**src/rtl/huffman_tree_builder.sv**
```systemverilog
// huffman_tree_builder: turns a stream of per-symbol code lengths into the
// flattened binary tree table read by huffman_decoder. Canonical codes follow
// the deflate construction. Each node's child pair sits at {node, bit}. A value
// below NUMCODES is a leaf symbol. A value of NUMCODES or more points to child
// node (value - NUMCODES). All ones marks an empty entry.
// Optional feature: define HUFF_BUILD_CHECK_EN to flag over-subscribed codes
// on oerr and suppress the colliding write.
module huffman_tree_builder #(
    parameter int unsigned NUMCODES = 288,
    parameter int unsigned OUTWIDTH = 10,
    localparam int unsigned AW = $clog2(2 * NUMCODES)
) (
    input  logic                clk,
    input  logic                rstn,
    input  logic                istart,
    input  logic                ien,
    input  logic [3:0]          ilen,
    input  logic                ilast,
    output logic                obusy,
    output logic                odone,
    output logic                oerr,
    output logic                wen,
    output logic [AW-1:0]       waddr,
    output logic [OUTWIDTH-1:0] wdata,
    output logic [AW-1:0]       raddr,
    input  logic [OUTWIDTH-1:0] rdata
);

    localparam int unsigned CW = $clog2(NUMCODES + 1);
    localparam int unsigned NW = AW - 1;

    typedef enum logic [2:0] {
        S_IDLE, S_LOAD, S_NEXT, S_CLEAR, S_SCAN, S_READ, S_CHECK, S_DONE
    } state_t;

    state_t              state_q, state_d;
    logic [CW-1:0]       n_q, n_d;
    logic [CW-1:0]       s_q, s_d;
    logic [AW-1:0]       k_q, k_d;
    logic [15:0]         code_q, code_d;
    logic [15:0]         c_q, c_d;
    logic [3:0]          len_q, len_d;
    logic [3:0]          i_q, i_d;
    logic [NW-1:0]       node_q, node_d;
    logic [NW-1:0]       filled_q, filled_d;
    logic                obusy_q, obusy_d;
    logic                odone_q, odone_d;
    logic                oerr_q, oerr_d;
    logic                wen_q, wen_d;
    logic [AW-1:0]       waddr_q, waddr_d;
    logic [OUTWIDTH-1:0] wdata_q, wdata_d;

    logic [3:0]          lens_q [NUMCODES];
    logic [CW-1:0]       bl_count_q [16];
    logic [15:0]         next_code_q [16];

    logic                bl_clr, load_we, nc_we, nc_inc;
    logic                do_leaf, do_new, do_follow, adv;

    logic [3:0]          b_idx;
    logic [CW-1:0]       bc_prev;
    logic [3:0]          bit_idx;
    logic                cur_bit;
    logic [AW-1:0]       cur_addr;
    logic [3:0]          s_len;
    logic                last_sym;
    logic                rd_empty, rd_ptr, at_last;
    logic [NW-1:0]       new_node;

    assign b_idx    = k_q[3:0];
    assign bc_prev  = (b_idx == 4'd1) ? '0 : bl_count_q[4'(b_idx - 4'd1)];
    assign bit_idx  = 4'(len_q - 4'd1 - i_q);
    assign cur_bit  = c_q[bit_idx];
    assign cur_addr = {node_q, cur_bit};
    assign s_len    = lens_q[s_q];
    assign last_sym = ((s_q + CW'(1)) == n_q);
    assign rd_empty = (rdata == '1);
    assign rd_ptr   = (rdata >= OUTWIDTH'(NUMCODES));
    assign at_last  = (i_q == 4'(len_q - 4'd1));
    assign new_node = filled_q + NW'(1);

    // Read address comes straight from the walk registers while in READ
    assign raddr = (state_q == S_READ) ? cur_addr : '0;

    assign obusy = obusy_q;
    assign odone = odone_q;
    assign oerr  = oerr_q;
    assign wen   = wen_q;
    assign waddr = waddr_q;
    assign wdata = wdata_q;

    // State register
    always_ff @(posedge clk or negedge rstn) begin
        if (!rstn) state_q <= S_IDLE;
        else       state_q <= state_d;
    end

    // Next-state, datapath and output decode
    always_comb begin
        state_d   = state_q;
        n_d       = n_q;
        s_d       = s_q;
        k_d       = k_q;
        code_d    = code_q;
        c_d       = c_q;
        len_d     = len_q;
        i_d       = i_q;
        node_d    = node_q;
        filled_d  = filled_q;
        obusy_d   = obusy_q;
        odone_d   = 1'b0;
        oerr_d    = oerr_q;
        wen_d     = 1'b0;
        waddr_d   = '0;
        wdata_d   = '0;
        bl_clr    = 1'b0;
        load_we   = 1'b0;
        nc_we     = 1'b0;
        nc_inc    = 1'b0;
        do_leaf   = 1'b0;
        do_new    = 1'b0;
        do_follow = 1'b0;
        adv       = 1'b0;

        case (state_q)
            S_IDLE: ;
            S_LOAD: begin
                if (ien) begin
                    if (n_q < CW'(NUMCODES)) begin
                        load_we = 1'b1;
                        n_d     = n_q + CW'(1);
                    end
                    if (ilast) begin
                        state_d = S_NEXT;
                        k_d     = AW'(1);
                        code_d  = '0;
                    end
                end
            end
            S_NEXT: begin
                code_d = (code_q + 16'(bc_prev)) << 1;
                nc_we  = 1'b1;
                if (k_q == AW'(15)) begin
                    state_d = S_CLEAR;
                    k_d     = '0;
                end else begin
                    k_d = k_q + AW'(1);
                end
            end
            S_CLEAR: begin
                wen_d    = 1'b1;
                waddr_d  = k_q;
                wdata_d  = '1;
                filled_d = '0;
                s_d      = '0;
                if (k_q == AW'(2 * NUMCODES - 1)) begin
                    state_d = (n_q == '0) ? S_DONE : S_SCAN;
                end else begin
                    k_d = k_q + AW'(1);
                end
            end
            S_SCAN: begin
                if (s_len == 4'd0) begin
                    adv = 1'b1;
                end else begin
                    len_d   = s_len;
                    c_d     = next_code_q[s_len];
                    nc_inc  = 1'b1;
                    node_d  = '0;
                    i_d     = '0;
                    state_d = S_READ;
                end
            end
            S_READ: state_d = S_CHECK;
            S_CHECK: begin
`ifdef HUFF_BUILD_CHECK_EN
                if (rd_empty && at_last)       do_leaf   = 1'b1;
                else if (rd_empty)             do_new    = 1'b1;
                else if (rd_ptr && !at_last)   do_follow = 1'b1;
                else begin
                    oerr_d = 1'b1;
                    adv    = 1'b1;
                end
`else
                if (at_last)                   do_leaf   = 1'b1;
                else if (rd_ptr && !rd_empty)  do_follow = 1'b1;
                else                           do_new    = 1'b1;
`endif
                if (do_leaf) begin
                    wen_d   = 1'b1;
                    waddr_d = cur_addr;
                    wdata_d = OUTWIDTH'(s_q);
                    adv     = 1'b1;
                end
                if (do_new) begin
                    wen_d    = 1'b1;
                    waddr_d  = cur_addr;
                    wdata_d  = OUTWIDTH'(new_node) + OUTWIDTH'(NUMCODES);
                    filled_d = new_node;
                    node_d   = new_node;
                    i_d      = i_q + 4'd1;
                    state_d  = S_READ;
                end
                if (do_follow) begin
                    node_d  = NW'(rdata - OUTWIDTH'(NUMCODES));
                    i_d     = i_q + 4'd1;
                    state_d = S_READ;
                end
            end
            S_DONE: begin
                odone_d = 1'b1;
                obusy_d = 1'b0;
                state_d = S_IDLE;
            end
            default: state_d = S_IDLE;
        endcase

        // Step to the next symbol or finish
        if (adv) begin
            if (last_sym) begin
                state_d = S_DONE;
            end else begin
                s_d     = s_q + CW'(1);
                state_d = S_SCAN;
            end
        end

        // A new stream aborts whatever is in flight, with no write this cycle
        if (istart) begin
            state_d = S_LOAD;
            n_d     = '0;
            code_d  = '0;
            oerr_d  = 1'b0;
            obusy_d = 1'b1;
            odone_d = 1'b0;
            wen_d   = 1'b0;
            waddr_d = '0;
            wdata_d = '0;
            bl_clr  = 1'b1;
            load_we = 1'b0;
            nc_we   = 1'b0;
            nc_inc  = 1'b0;
        end
    end

    // Datapath and output registers
    always_ff @(posedge clk or negedge rstn) begin
        if (!rstn) begin
            n_q      <= '0;
            s_q      <= '0;
            k_q      <= '0;
            code_q   <= '0;
            c_q      <= '0;
            len_q    <= '0;
            i_q      <= '0;
            node_q   <= '0;
            filled_q <= '0;
            obusy_q  <= 1'b0;
            odone_q  <= 1'b0;
            oerr_q   <= 1'b0;
            wen_q    <= 1'b0;
            waddr_q  <= '0;
            wdata_q  <= '0;
        end else begin
            n_q      <= n_d;
            s_q      <= s_d;
            k_q      <= k_d;
            code_q   <= code_d;
            c_q      <= c_d;
            len_q    <= len_d;
            i_q      <= i_d;
            node_q   <= node_d;
            filled_q <= filled_d;
            obusy_q  <= obusy_d;
            odone_q  <= odone_d;
            oerr_q   <= oerr_d;
            wen_q    <= wen_d;
            waddr_q  <= waddr_d;
            wdata_q  <= wdata_d;
        end
    end

    // Length store, length histogram and per-length next code
    always_ff @(posedge clk or negedge rstn) begin
        if (!rstn) begin
            for (int j = 0; j < int'(NUMCODES); j++) lens_q[j] <= '0;
            for (int j = 0; j < 16; j++) begin
                bl_count_q[j]  <= '0;
                next_code_q[j] <= '0;
            end
        end else begin
            if (bl_clr) begin
                for (int j = 0; j < 16; j++) bl_count_q[j] <= '0;
            end
            if (load_we) begin
                lens_q[n_q]      <= ilen;
                bl_count_q[ilen] <= bl_count_q[ilen] + CW'(1);
            end
            if (nc_we)  next_code_q[b_idx] <= code_d;
            if (nc_inc) next_code_q[s_len] <= next_code_q[s_len] + 16'd1;
        end
    end

endmodule

```
**config.mk**
```make
export PLATFORM = sky130hd
export DESIGN_NAME = huffman_tree_builder
export DESIGN_NICKNAME = d
export VERILOG_FILES = /design/src/rtl/huffman_tree_builder.sv
export SDC_FILE = /design/constraint.sdc
export NUM_CORES = 2
export LEC_CHECK = 0
export ABC_CLOCK_PERIOD_IN_PS = 19310
export CAP_MARGIN = 10
export CORE_UTILIZATION = 65
export CTS_CLUSTER_DIAMETER = 60
export CTS_CLUSTER_SIZE = 12
export DETAILED_ROUTE_END_ITERATION = 10
export PLACE_DENSITY = 0.82
export SETUP_SLACK_MARGIN = 0.15
export SLEW_MARGIN = 15
export SYNTH_ARGS = -nofsm -noshare
export SYNTH_HDL_FRONTEND = slang
export SYNTH_SLANG_ARGS = --single-unit
```
**constraint.sdc**
```tcl
create_clock -name clk -period 19.31 [get_ports clk]
set_clock_uncertainty 0.2 [all_clocks]
set_input_delay 3.862 -clock clk [delete_from_list [all_inputs] [get_ports clk]]
set_output_delay 3.862 -clock clk [all_outputs]
set_load 0.1 [all_outputs]
```
; After elaboration in Yosys (flattened, before gate mapping)
; Index checks and enable logic that the tools add are counted.
; Widths: inputs -> output; s select.
[word_totals]
reg_bits = 1664
input_bits = 19
output_inout_bits = 34
wordCells = 520
[classes]
n_addsub = 13
order_cmp = 13
n_eq_ne = 25
muxes = 105
n_bitwise = 7
n_reduce_logical = 22
[ops]
columns = cell, n
row1 = $bwmux 1152, 1
row2 = $bwmux 256, 2
row3 = $mux 256, 2
row4 = $mux 144, 2
row5 = $mux 9, 17
row6 = $bwmux 144, 1
row7 = $demux 16 s4, 2
row8 = $mux 16, 7
row9 = $mux 10, 10
row10 = $bmux 9 s4, 2
row11 = $bmux 16 s4, 1
row12 = $pmux 10 s2, 2
row13 = $add 9x1->9 const B, 4
row14 = $bmux 4 s9, 1
row15 = $demux 4 s9, 1
row16 = $demux 9 s4, 1
row17 = $pmux 9 s2, 2
row18 = $pmux 16 s2, 1
row19 = $pmux 10 s3, 1
row20 = $mux 1, 27
row21 = $mux 3, 9
row22 = $mux 4, 6
row23 = $pmux 3 s7, 1
row24 = $eq 10x10->1 const B, 2
row25 = other kinds (44), 80

; Depth between registers and ports, before layout
[depth]
word_depth = 13
mapped_depth = 30
depth_no_buf = 23

; Worst setup path after synthesis
; Ideal clock, no wire load.
[synth_timing]
path_type = input -> register
from = input port ilen[0]
to = register bl_count_q[107] (netlist name)
arrival_ps = 7274
required_time_ps = 18968
slack_ps = 11694
path_stages = 9
path_cell_list = buf_1 clkbuf_1 clkbuf_1 mux4_2 mux4_2 and3_1 xnor2_1 clkbuf_1 a211oi_1
[synth_between]
elab_chain_cells = 7
word_cells_on_any_way = 12
classes_between = 1 x add/sub / 2 x order compare / 7 x mux / 1 x bitwise / 1 x reduce/logical
[synth_lines]
columns = element, line
row1 = "start, declared", 17  ; input logic [3:0] ilen,
row2 = $not 4->5 (implied by the code) *, 297  ; bl_count_q[ilen] <= bl_count_q[ilen] + CW'(1);
row3 = $bmux 9 s4 (tied with other cells), 297
row4 = $mux 9 (implied by the code) or $logic_and 1x1->1 (tied branches), 297
row5 = $mux 9 (implied by the code), 297
row6 = $add 9x1->9 or $demux 9 s4 (tied branches), 297
row7 = $bwmux 144 *, 297
row8 = $mux 144 *, 295  ; if (load_we) begin
row9 = "end signal, assigned by index", 297
row10 = "end, declared", 54  ; logic [CW-1:0] bl_count_q [16];
; Mark *: on every way between the ends. The rest lies on a longest branch, timed or not. The select of a mux whose other input is x is not followed.
; A chain may end at the register's enable or synchronous reset.

; Worst setup path in the final report
[layout_timing]
from = register s_q[0]
to = register next_code_q[46] (netlist name)
[layout_between]
elab_chain_cells = 11
word_cells_on_any_way = 20
classes_between = 1 x add/sub / 2 x order compare / 13 x mux / 2 x bitwise / 2 x reduce/logical
[layout_lines]
columns = element, line
row1 = "start, declared", 38  ; logic [CW-1:0] s_q, s_d;
row2 = "start signal, assigned", 250  ; s_q <= '0;
row3 = "start signal, assigned", 266  ; s_q <= s_d;
row4 = $not 9->10 (implied by the code) *, 75  ; assign s_len = lens_q[s_q];
row5 = $bmux 4 s9 *, 75
row6 = $mux 4 (implied by the code) * (2 in a row), 75
row7 = $not 4->5 (implied by the code), 300  ; if (nc_inc) next_code_q[s_len] <= next_code_q[s_len] + 16'd1;
row8 = $bmux 16 s4 (tied with other cells), 300
row9 = $mux 16 (implied by the code) or $logic_and 1x1->1 (tied branches), 300
row10 = $mux 16 (implied by the code), 300
row11 = $add 16x1->16 or $demux 16 s4 (tied branches), 300
row12 = $bwmux 256, 300
row13 = $mux 256 *, 300
row14 = "end signal, assigned by index", 299  ; if (nc_we) next_code_q[b_idx] <= code_d;
row15 = "end signal, assigned by index", 300
row16 = "end, declared", 55  ; logic [15:0] next_code_q [16];
; Marks and branches as above.

==> flow_summary.ini <==
[floorplan]
row_count = 130
start_util = 0.655
die-width_um = 358
dieHeight_um = 358
core_area_sq_um = 126000
io_pins = 53
die-area_sq_um = 128000

[synthesis]
netlist_instances = 6725
synth_edf_count = 0
postSynth.asyncResetShare = 1.00
seq_area_frac_synth = 0.506
yosysWarnings = 0
synthAdderAreaFrac = 0.00489
yosys.area_share.simple = 0.0798
synth_top_family_by_area = multiplexers
syn_area_sq_um = 82300
ys_seq_elements = 1664
synth_xor_area_frac = 0.00803
avgSynthCellArea_sq_um = 12.2
ys_types = 84
synth-compound-area-share = 0.0773
synth_nets = 6775
synth-main-ff-cell = dfrtp_1
synthMuxAreaShare = 0.289

[place]
gp_congestion = 0.943
dp_hpwl_mm = 143
dpl.cell_count = 7985
port_buffers = 51

[cts]
ctsResizeCount = 0
clk_path_buf_depth = 3
clkLatencyLatePin_ps = 820
cts.htree.levels = 4
postCtsSetupBuffers = 0
cts_tree = yes
root_buffer = clkbuf_16
clkSinkCount = 1664
clkTransAtPathRegs_ps = 70
cts_hold_buf = 0
cts_buffers = 159

[min_path]
holdCritStartpoint = next_code_q[254]
min_path_type = flip-flop to flip-flop

[timing]
fmax_ghz = 0.102
fin_hold_ws_ps = 282
maxSlewViolCount = 0
fin_tns_setup_ps = 0
min_period_ps = 9830
period_share = 0.509
final-hold-violation-count = 0
worst_pin_slew_ps = 1260
grt_setup_unrepaired = false
slew_headroom = 0.159
setup_viol = 0

[final_layout]
finalNonFillerCells = 8179
area_growth_pct = 6.75
drive_gt1_frac = 0.292
fillerInstances = 8252
fin_nets = 6547

[power]
power_w = 0.00741
power_density_nw_per_um2 = 84.3
leakage_nw = 39.7
max-vdd-ir-drop_uv = 79.8

[global_route]
grt_max_degree = 172
grtUsageTotal = 0.370
grt_pass1_wl_mm = 359
antenna_found_initial = 5
grt_pass1_vias = 58900
grt_overflow_total = 0

[setup_path]
r2r-start = s_q[0]
path_max_fanout = 105
crit_required_ps = 19750
startpoint = s_q[0]
startpoint_type = flip-flop
setup.worst_path.class = flip-flop to flip-flop
worst_setup_path_end_kind = flip-flop
arrival_ps = 10270

[route]
num_vias = 58000
firstDrtPassIters = 8
vias_per_cell = 7.09
wl_per_cell_um = 28.6
drt-total-wl_mm = 234
drt_iter0_markers = 7494
drc_errors = 0
postRouteAntennaNets = 0

[outcome]
status = finished, final reports clean

[run]
maxCapViolations = 0
## worst paths after layout
kind	end	slack [ps]	depth (start not counted)
setup / recovery	next_code_q[46]	9480	18
hold / removal	next_code_q[254]	280	2
setup reg to reg	next_code_q[46]	9480	18
hold reg to reg	next_code_q[254]	280	2
max in group asynchronous	bl_count_q[1]	13620	3
min in group asynchronous	lens_q[1096]	2820	1
## cell usage in the layout, fill, tap and decap left out, types with 33 or more instances in the layout
cell and count:
dfrtp_1 1660, mux2_2 1173, nand2_1 602, nor2_1 490, mux4_2 328, mux2i_1 317
a21oi_1 251, o21ai_0 228, a211oi_1 169, clkbuf_16 161, a22oi_1 119, buf_4 114
nand3_1 108, nor3_1 79, inv_1 59, clkdlybuf4s50_1 45, o21ai_1 42, and2_1 37
nor2b_1 35, xnor2_1 33
## sequential cells by signal, summed over array words and instances, names as in the netlist, 10 cells and up
| signal | count |
|---|---|
| lens_q | 1152 |
| next_code_q | 256 |
| bl_count_q | 144 |
| c_q | 16 |
| code_q | 16 |
| k_q | 10 |
| waddr | 10 |
| wdata | 10 |
## power breakdown
group	switching [W]	leakage [nW]	internal, W
Combinational	0.000743	14.5	0.000267
Clock	0.00132	2.13	0.00152
Sequential	0.0000330	23.1	0.00353
## critical path: stages (launching register included)
cell      delay, ps
dfrtp_4         840
buf_12          650
buf_4           720
buf_4           810
mux4_2          600
mux4_2          500
mux2i_1         250
mux2i_1         150
o221ai_1        340
o221a_2         790
inv_2           290
nor2_4          540
a32oi_1         320
nand2_1         420
ha_1            340
nand3_2         220
nor4_2          240
xor2_1          870
o21ai_0         260
## final cells by class
cell class              count  area [sq um]  area share
repair buffers            173          1560      0.0177
clock buffers             173          4120      0.0469
flip-flops and latches   1664         41600       0.474
well taps                1650          2060      0.0235
multi-input cells        4437         38000       0.433
inverters                  62           235     0.00268
clock inverters            16           216     0.00246
diodes                      4          10.0    0.000114
## cells by family (layout without fill, tap and decap cells)
logic type / Yosys count / in the layout
and+or+nand+nor: 1515 / 1515
DFF: 1664 / 1664
adders and majority gates: 31 / 31
other: 1 / 5
AOI/OAI and AO/OA: 1000 / 1000
muxes: 1818 / 1818
xor gates and xnor gates: 72 / 72
buffers and inverters: 624 / 424
## per-stage QoR
stage	cell area [sq um]	setup WS (ps)	util
detailed placement	83400	9790	0.664
global placement	83400	10060	0.664
finish	87900	9480	0.700
CTS	87800	9760	0.699
global route	87900	9140	0.700
floorplan	82300	11690	-
## routing by layer
layer / part of all wire / global-route usage
met3: 0.11 / 0.100
met4: 0.052 / 0.180
met5: 0.00012 / 0.000741
met2: 0.45 / 0.560
met1: 0.38 / 0.500
## cell usage after synthesis (all sizes together) (3+ instances only)
cell	number	area share
a2111oi	3	0.00032
a211o	6	0.00064
a211oi	170	0.016
a21boi	6	0.00055
a21o	5	0.00046
a21oi	251	0.015
a221oi	17	0.0018
a22o	8	0.00085
a22oi	121	0.011
a311oi	6	0.00064
a31oi	15	0.0011
a32o	6	0.00073
a32oi	17	0.0018
and2	41	0.0031
and3	21	0.0016
buf	141	0.013
clkbuf	421	0.019
dfrtp	1664	0.51
ha	29	0.0044
inv	62	0.0028
mux2	1173	0.16
mux2i	317	0.039
mux4	328	0.090
nand2	605	0.028
nand2b	27	0.0021
nand3	117	0.0072
nand3b	7	0.00079
nand4	18	0.0014
nor2	502	0.023
nor2b	37	0.0028
nor3	88	0.0054
nor4	11	0.0012
o211ai	24	0.0024
o21ai	273	0.017
o221a	3	0.00041
o221ai	3	0.00032
o22ai	15	0.0011
o31ai	16	0.0015
o32ai	14	0.0015
o41ai	7	0.00074
or2	17	0.0013
or3	12	0.00091
or4	4	0.00036
xnor2	39	0.0044
xor2	33	0.0036
No activity file was read; power rests on OpenSTA's default activity.
